<file path="src/rtl/alu_ctrl_seq.sv">
// ---------------------------------------------------------------------------
// alu_ctrl_seq
//   ALU control decoder with a sequencer that stalls on multi-cycle MULT/DIV.
//   A func/uc_aluop pair is accepted when in_valid and in_ready are both high.
//   The decoded operation appears one cycle later on alu_op with a one-cycle
//   op_valid pulse. An accepted MULT or DIV holds the block busy for
//   MD_CYCLES cycles, and md_done pulses in the last of those cycles.
//
// Parameters
//   MD_CYCLES  busy window length for MULT/DIV (2..15)
//   OP_W       alu_op width (3 or 4; 3 keeps the low bits of each code)
//   EXT_EN     1 enables the XOR/NOR func decodes (needs OP_W=4)
//
// Ports
//   clk          clock, rising edge
//   rst_n        synchronous active-low reset
//   in_valid     a func/uc_aluop pair is presented
//   func         R-type function field
//   uc_aluop     op class from the main control unit
//   in_ready     pair can be accepted this cycle (registered, IDLE only)
//   op_valid     one-cycle pulse per accepted pair
//   alu_op       registered ALU operation code
//   md_busy      MULT/DIV in progress
//   md_done      pulse in the final MULT/DIV cycle
//   illegal      last accepted pair did not decode
//   illegal_cnt  saturating count of illegal pairs
// ---------------------------------------------------------------------------
module alu_ctrl_seq #(
  parameter int MD_CYCLES = 4,
  parameter int OP_W      = 4,
  parameter int EXT_EN    = 1
) (
  input  logic            clk,
  input  logic            rst_n,
  input  logic            in_valid,
  input  logic [5:0]      func,
  input  logic [2:0]      uc_aluop,
  output logic            in_ready,
  output logic            op_valid,
  output logic [OP_W-1:0] alu_op,
  output logic            md_busy,
  output logic            md_done,
  output logic            illegal,
  output logic [7:0]      illegal_cnt
);

  typedef enum logic [1:0] {
    IDLE    = 2'd0,
    MD_BUSY = 2'd1,
    MD_DONE = 2'd2
  } state_t;

  localparam logic [3:0] C_AND  = 4'h0;
  localparam logic [3:0] C_OR   = 4'h1;
  localparam logic [3:0] C_ADD  = 4'h2;
  localparam logic [3:0] C_SUB  = 4'h3;
  localparam logic [3:0] C_SLT  = 4'h4;
  localparam logic [3:0] C_DIV  = 4'h5;
  localparam logic [3:0] C_NOP  = 4'h6;
  localparam logic [3:0] C_MULT = 4'h7;
  localparam logic [3:0] C_XOR  = 4'h8;
  localparam logic [3:0] C_NOR  = 4'h9;

  // Entry value of the busy down-counter: MD_BUSY lasts MD_CYCLES-1 cycles,
  // MD_DONE supplies the last one.
  localparam logic [3:0] CNT_LOAD = 4'(MD_CYCLES - 2);

  state_t            state_q, state_d;
  logic [3:0]        cnt_q, cnt_d;
  logic              in_ready_q, in_ready_d;
  logic              op_valid_q, op_valid_d;
  logic [OP_W-1:0]   alu_op_q, alu_op_d;
  logic              md_busy_q, md_busy_d;
  logic              md_done_q, md_done_d;
  logic              illegal_q, illegal_d;
  logic [7:0]        illegal_cnt_q, illegal_cnt_d;

  logic [3:0]        dec_code;
  logic              dec_ill;
  logic              dec_md;
  logic              accept;

  // Pure decode of the presented pair; only consumed on accept.
  always_comb begin
    dec_code = C_NOP;
    dec_ill  = 1'b0;
    if (uc_aluop == 3'b111) begin
      case (func)
        6'b100100: dec_code = C_AND;
        6'b100101: dec_code = C_OR;
        6'b100000: dec_code = C_ADD;
        6'b100010: dec_code = C_SUB;
        6'b101010: dec_code = C_SLT;
        6'b011010: dec_code = C_DIV;
        6'b000000: dec_code = C_NOP;
        6'b011000: dec_code = C_MULT;
        6'b100110: begin
          if (EXT_EN != 0) dec_code = C_XOR;
          else             dec_ill  = 1'b1;
        end
        6'b100111: begin
          if (EXT_EN != 0) dec_code = C_NOR;
          else             dec_ill  = 1'b1;
        end
        default:   dec_ill = 1'b1;
      endcase
    end else begin
      case (uc_aluop)
        3'b000:  dec_code = C_ADD;
        3'b001:  dec_code = C_SUB;
        3'b010:  dec_code = C_AND;
        3'b011:  dec_code = C_OR;
        3'b100:  dec_code = C_SLT;
        default: dec_ill  = 1'b1;
      endcase
    end
    if (dec_ill) dec_code = C_NOP;
    dec_md = !dec_ill && (dec_code == C_DIV || dec_code == C_MULT);
  end

  assign accept = in_valid && in_ready_q;

  always_comb begin
    state_d       = state_q;
    cnt_d         = cnt_q;
    alu_op_d      = alu_op_q;
    op_valid_d    = 1'b0;
    illegal_d     = illegal_q;
    illegal_cnt_d = illegal_cnt_q;

    case (state_q)
      IDLE: begin
        cnt_d = 4'd0;
        if (accept) begin
          alu_op_d   = dec_code[OP_W-1:0];
          op_valid_d = 1'b1;
          illegal_d  = dec_ill;
          if (dec_ill && illegal_cnt_q != 8'hFF)
            illegal_cnt_d = illegal_cnt_q + 8'd1;
          if (dec_md) begin
            state_d = MD_BUSY;
            cnt_d   = CNT_LOAD;
          end
        end
      end
      MD_BUSY: begin
        if (cnt_q == 4'd0) state_d = MD_DONE;
        else               cnt_d   = cnt_q - 4'd1;
      end
      MD_DONE: begin
        state_d = IDLE;
      end
      default: begin
        state_d = IDLE;
        cnt_d   = 4'd0;
      end
    endcase

    // Status outputs are registered versions of the next state, so they
    // line up with the state they describe.
    in_ready_d = (state_d == IDLE);
    md_busy_d  = (state_d != IDLE);
    md_done_d  = (state_d == MD_DONE);
  end

  always_ff @(posedge clk) begin
    if (!rst_n) begin
      state_q       <= IDLE;
      cnt_q         <= 4'd0;
      in_ready_q    <= 1'b0;
      op_valid_q    <= 1'b0;
      alu_op_q      <= C_NOP[OP_W-1:0];
      md_busy_q     <= 1'b0;
      md_done_q     <= 1'b0;
      illegal_q     <= 1'b0;
      illegal_cnt_q <= 8'd0;
    end else begin
      state_q       <= state_d;
      cnt_q         <= cnt_d;
      in_ready_q    <= in_ready_d;
      op_valid_q    <= op_valid_d;
      alu_op_q      <= alu_op_d;
      md_busy_q     <= md_busy_d;
      md_done_q     <= md_done_d;
      illegal_q     <= illegal_d;
      illegal_cnt_q <= illegal_cnt_d;
    end
  end

  assign in_ready    = in_ready_q;
  assign op_valid    = op_valid_q;
  assign alu_op      = alu_op_q;
  assign md_busy     = md_busy_q;
  assign md_done     = md_done_q;
  assign illegal     = illegal_q;
  assign illegal_cnt = illegal_cnt_q;

endmodule

</file>
<file path="config.mk">
export PLATFORM = sky130hd
export DESIGN_NAME = alu_ctrl_seq
export DESIGN_NICKNAME = d
export VERILOG_FILES = /design/src/rtl/alu_ctrl_seq.sv
export SDC_FILE = /design/constraint.sdc
export NUM_CORES = 1
export LEC_CHECK = 0
export ABC_AREA = 1
export BUFFER_PORTS_ARGS = -buffer_cell sky130_fd_sc_hd__buf_2
export CORE_ASPECT_RATIO = 1.5
export CORE_MARGIN = 5
export CORE_UTILIZATION = 47
export DETAILED_ROUTE_END_ITERATION = 10
export PLACE_DENSITY = 0.72
export SYNTH_ARGS = -nofsm -noshare
export SYNTH_HDL_FRONTEND = slang
export SYNTH_SLANG_ARGS = --single-unit
</file>
<file path="constraint.sdc">
create_clock -name clk -period 1.5 [get_ports clk]
set_clock_uncertainty 0.05 [all_clocks]
set_input_delay 0.15 -clock clk [delete_from_list [all_inputs] [get_ports clk]]
set_output_delay 0.15 -clock clk [all_outputs]
set_load 0.02 [all_outputs]
</file>
Word-level counts from Yosys, hierarchy flattened

Index checks and enable logic that the tools add are counted.

Bitwise operators: 1
Muxes and demuxes: 16
Eq/ne operators: 21
Add/subtract/negate cells: 2
Reduce and logical (&&, ||, !) cells: 17

Operator list:

| kind                  | count |
|---|---|
| $eq A6 B6 Y1 const B  | 7 |
| $pmux W4 S9           | 1 |
| $pmux W3 S5           | 1 |
| $eq A6 B5 Y1 const B  | 2 |
| $mux W4               | 3 |
| $pmux W4 S3           | 1 |
| $mux W2               | 5 |
| $reduce_or A10 Y1     | 1 |
| $add A8 B1 Y8 const B | 1 |
| $eq A4 B3 Y1 const B  | 2 |
| $ne A8 B8 Y1 const B  | 1 |
| $eq A3 B2 Y1 const B  | 2 |
| $eq A3 B3 Y1 const B  | 2 |
| $logic_not A6 Y1      | 1 |
| $reduce_and A2 Y1     | 3 |
| $reduce_or A5 Y1      | 1 |
| $eq A2 B2 Y1 const B  | 2 |
| $logic_not A2 Y1      | 2 |
| $logic_not A4 Y1      | 1 |
| $mux W1               | 4 |
| $pmux W2 S2           | 1 |
| $sub A4 B1 Y4 const B | 1 |
| $eq A3 B1 Y1 const B  | 1 |
| $logic_and A1 B1 Y1   | 3 |
| other kinds (8)       | 8 |

Word-level logic and storage cells: 66
Output and inout bits: 17
Input port bits: 12
Register bits after elaboration: 23

Logic depth before layout (Yosys ltp)

Word-level depth: 12
Mapped depth: 11
Mapped depth without buffers: 11

Worst setup path after synthesis

Ideal clock, no wire load.

Kind: reg2reg
From: register illegal_cnt_q[0] (netlist: illegal_cnt[0])
To: register illegal_cnt_q[4] (netlist: illegal_cnt[4])
Path slack: -0.112 ns
Setup time: 0.072 ns
Data required time: 1.378 ns
Cell stages (with the launch flop): 9
Clock period less this slack: 1.612 ns
Path buffers: 1
Arrival time: 1.490 ns
Cell sequence: dfxtp_1 > ha_1 > nand4_2 > nor2_1 > nand2_1 > nand3_4 > buf_8 > nand2_1 > a21oi_1

Cells in the longest elaborated chain, start to end: 3
Elaborated cells between the ends (all ways): 4
Classes of those cells: add/sub: 1; eq/ne: 1; reduce/logical: 2

Ends and longest elaborated chain:

| item                                                  | RTL line | source |
|---|---|---|
| start, declared                                       | 76       | `logic [7:0] illegal_cnt_q, illegal_cnt_d;` |
| start signal, assigned                                | 186      | `illegal_cnt_q <= illegal_cnt_d;` |
| branches (longest 3 deep; another with $add A8 B1 Y8) | --       |  |

Several ways; the timed one is not identified.
A chain may end at the register's enable or synchronous reset.

Final worst setup path

From: register illegal_cnt_q[0] (netlist: illegal_cnt[0])
To: register illegal_cnt_q[3] (netlist: illegal_cnt[3])

Same word-level chain as after synthesis.

==> results by group <==
Placed design
  • Post-Place Cell Area: 1486 um2
  • Routability Congestion: 0.7832
  • DPL Wire Length: 2199 um
  • Port Buffers: 28
  • DP Worst Slack: 0.02581 ns
  • # placed instances: 256

CTS
  • CTS buffer count: 3
  • Htree depth: 1
  • # clock sinks: 23
  • Worst skew pair latency: 0.26 ns
  • CTS Root Cell: clkbuf_8
  • CTS tree: done
  • CTS Buffer Depth: 2
  • Hold_buf cts: 0
  • Clock transition at path regs: 0.08 ns

Routing
  • WL/cell: 10.68 um
  • Drt via density: 4.776
  • Pre-antenna DRT Iters: 4
  • Via count: 1256
  • DRT antenna net count: 0
  • Drt initial violations: 18
  • DRC violations left: 0
  • Final WL: 2809 um

Timing
  • Fin Hold WS: 0.1242 ns
  • Fin. Hold Viols: 0
  • Setup TNS: 0 ns
  • Worst Tran Pin Value: 0.2511 ns
  • Achievable Freq: 724.4 MHz
  • Setup Viol. Count Final: 0
  • Fin. max-slew vios: 0
  • Slew headroom: 83.24%
  • Period minus WS final: 1.380 ns
  • Fin crit share: 92.03%
  • Final worst-path setup slack: 0.1195 ns

Floorplan
  • Die area: 3869 um2
  • # rows: 23
  • Initial Util: 48.06%
  • Die Span X: 52.49 um
  • Core area: 2648 um2
  • Boundary Pins: 29
  • Die height: 73.73 um

Finish
  • Final net count: 241
  • Fin util: 60.54%
  • Antenna fix cells: 0
  • Fin cells: 263
  • Layout Area Growth over Synthesis: 25.96%
  • Final Cell Area: 1603 um2
  • Fill cells: 277
  • Commonest non-fill, non-tap cells in the layout: 33 x nand2_1, 28 x buf_2, 26 x nor2_1
  • Most common cell after layout, fill and taps aside: nand2_1
  • Fraction of layout instances using a drive strength above 1: 27.43%

Power
  • Clock network power share: 31.4%
  • Worst vdd ir: 0.0005419 V
  • Net Sw Frac: 27.07%
  • Int Pwr: 0.8797 mW
  • Static leakage: 0.7659 nW
  • Psw: 0.3266 mW
  • Total Power: 1.206 mW
  • Sequential power share: 52.7%
  • PD cells: 752.7 nW/um2
  • Comb power frac: 15.8%

Min path
  • Hold_sp: rst_n
  • Min-delay worst type: in -> reg

Critical path
  • CP Data Required Time: 1.65 ns
  • Critical Path AT: 1.53 ns
  • Critical Path End Type: flip-flop
  • Critical R2R Launch: illegal_cnt[0]$_SDFFE_PN0P_
  • Worst R2R Setup Slack: 0.12 ns
  • Worst Setup Start Kind: flip-flop
  • Max FO, Critical Path: 7
  • Setup CP Type: reg -> reg
  • Origin of the worst setup path: illegal_cnt[0]$_SDFFE_PN0P_

GRT
  • Global-route usage over all layers: 15.20%
  • Total gr overflow: 0
  • Layer with the highest usage: met2
  • GR Util met2: 27.07%
  • Vias in the first global route: 1115
  • Largest net degree at the start of global routing: 17
  • Routing usage on met3: 2.434%
  • Initial antenna violation count: 0
  • Met1 global-route usage: 17.65%
  • First-pass GRT wire length: 4533 um

Outcome
  • Outcome: complete, no violations

Synthesis
  • Netlist cell types: 27
  • Syn_nets: 202
  • Syn Area/Cell: 6.768 um2
  • FF+latch count, synth: 23
  • Yosys Warn Count: 0
  • Post-Syn Area: 1272 um2
  • Seq/Total Area, Yosys: 36.18%
  • Post-Synthesis Cells: 188

Job
  • Max cap viols: 0
-- flip-flops by register name, indices dropped and copies added (netlist names) --
signal       flops
illegal          1
cnt_q            4
illegal_cnt      8
md_busy          1
in_ready         1
alu_op           4
op_valid         1
md_done          1
state_q          2
-- cell families (layout without fill, tap and decap cells) --
family	Yosys count	after routing	synth area share [%]
buffers and inverters	29	66	9.439
adders and majority gates	2	2	1.966
xor gates and xnor gates	6	6	4.131
DFF	23	23	36.18
AOI/OAI and AO/OA	27	27	10.91
and+or+nand+nor	101	102	37.37
-- routing by layer --
layer  up-vias  routed length (um)
met5         -                   0
li1        684                   -
met4         0                  63
met1       547                1216
met2        18                1464
met3         7                  65
-- cells in the mapped netlist (all sizes together) --
cell type	instances	area (um2)
nor2	34	142.6
nand3b	1	7.510
buf	1	15.01
nand4	7	50.05
clkinv	2	7.510
xnor2	3	26.28
ha	2	25.02
inv	25	93.84
o21bai	1	7.510
a21oi	18	90.09
o21ai	7	35.03
clkbuf	1	3.750
nand3	19	107.6
dfxtp	23	460.4
nand2	38	152.6
nor3	2	15.01
xor2	3	26.28
a31oi	1	6.260
-- final cells by class --
class	instances	area [um2]	area share, %
inverters	27	105.1	6.557
clock buffers	3	41.29	2.576
clock inverters	1	5.005	0.3123
flip-flops and latches	23	466.7	29.12
well taps	37	46.29	2.888
multi-input cells	137	745.7	46.53
repair buffers	35	192.7	12.02
-- critical path: stages, from the launching register on --
cell	delay, ns
dfxtp_4	0.38
ha_4	0.17
nand4_4	0.12
nor2_2	0.18
nand2_4	0.10
nand3_2	0.14
nand2_1	0.06
a21oi_1	0.12
-- path summary, 6_finish.rpt --
kind	cells after the start	end
max	7	illegal_cnt[3]$_SDFFE_PN0P_
max reg2reg	7	illegal_cnt[3]$_SDFFE_PN0P_
min	3	illegal_cnt[6]$_SDFFE_PN0P_
min reg2reg	1	cnt_q[0]$_SDFFE_PN0P_
-- power groups by stage --
| stage | sequential, mW | combinational, mW | clock, mW |
|---|---|---|---|
| 2_1_floorplan | 0.668 | 0.101 | 0 |
| 3_3_place_gp | 0.650 | 0.178 | 0 |
| 3_5_place_dp | 0.650 | 0.180 | 0 |
| 4_1_cts | 0.635 | 0.180 | 0.389 |
| 5_1_grt | 0.638 | 0.215 | 0.422 |
| 6_report | 0.636 | 0.191 | 0.379 |
-- what timing repair did --
item / 4_1_cts / 5_1_grt
endpoints found under the hold margin: 0 / 0
setup buffers: 0 / 2
endpoints found under the setup margin: 0 / 13
resized for setup: 0 / 12
Note: power is estimated with default switching activity, not from simulation.
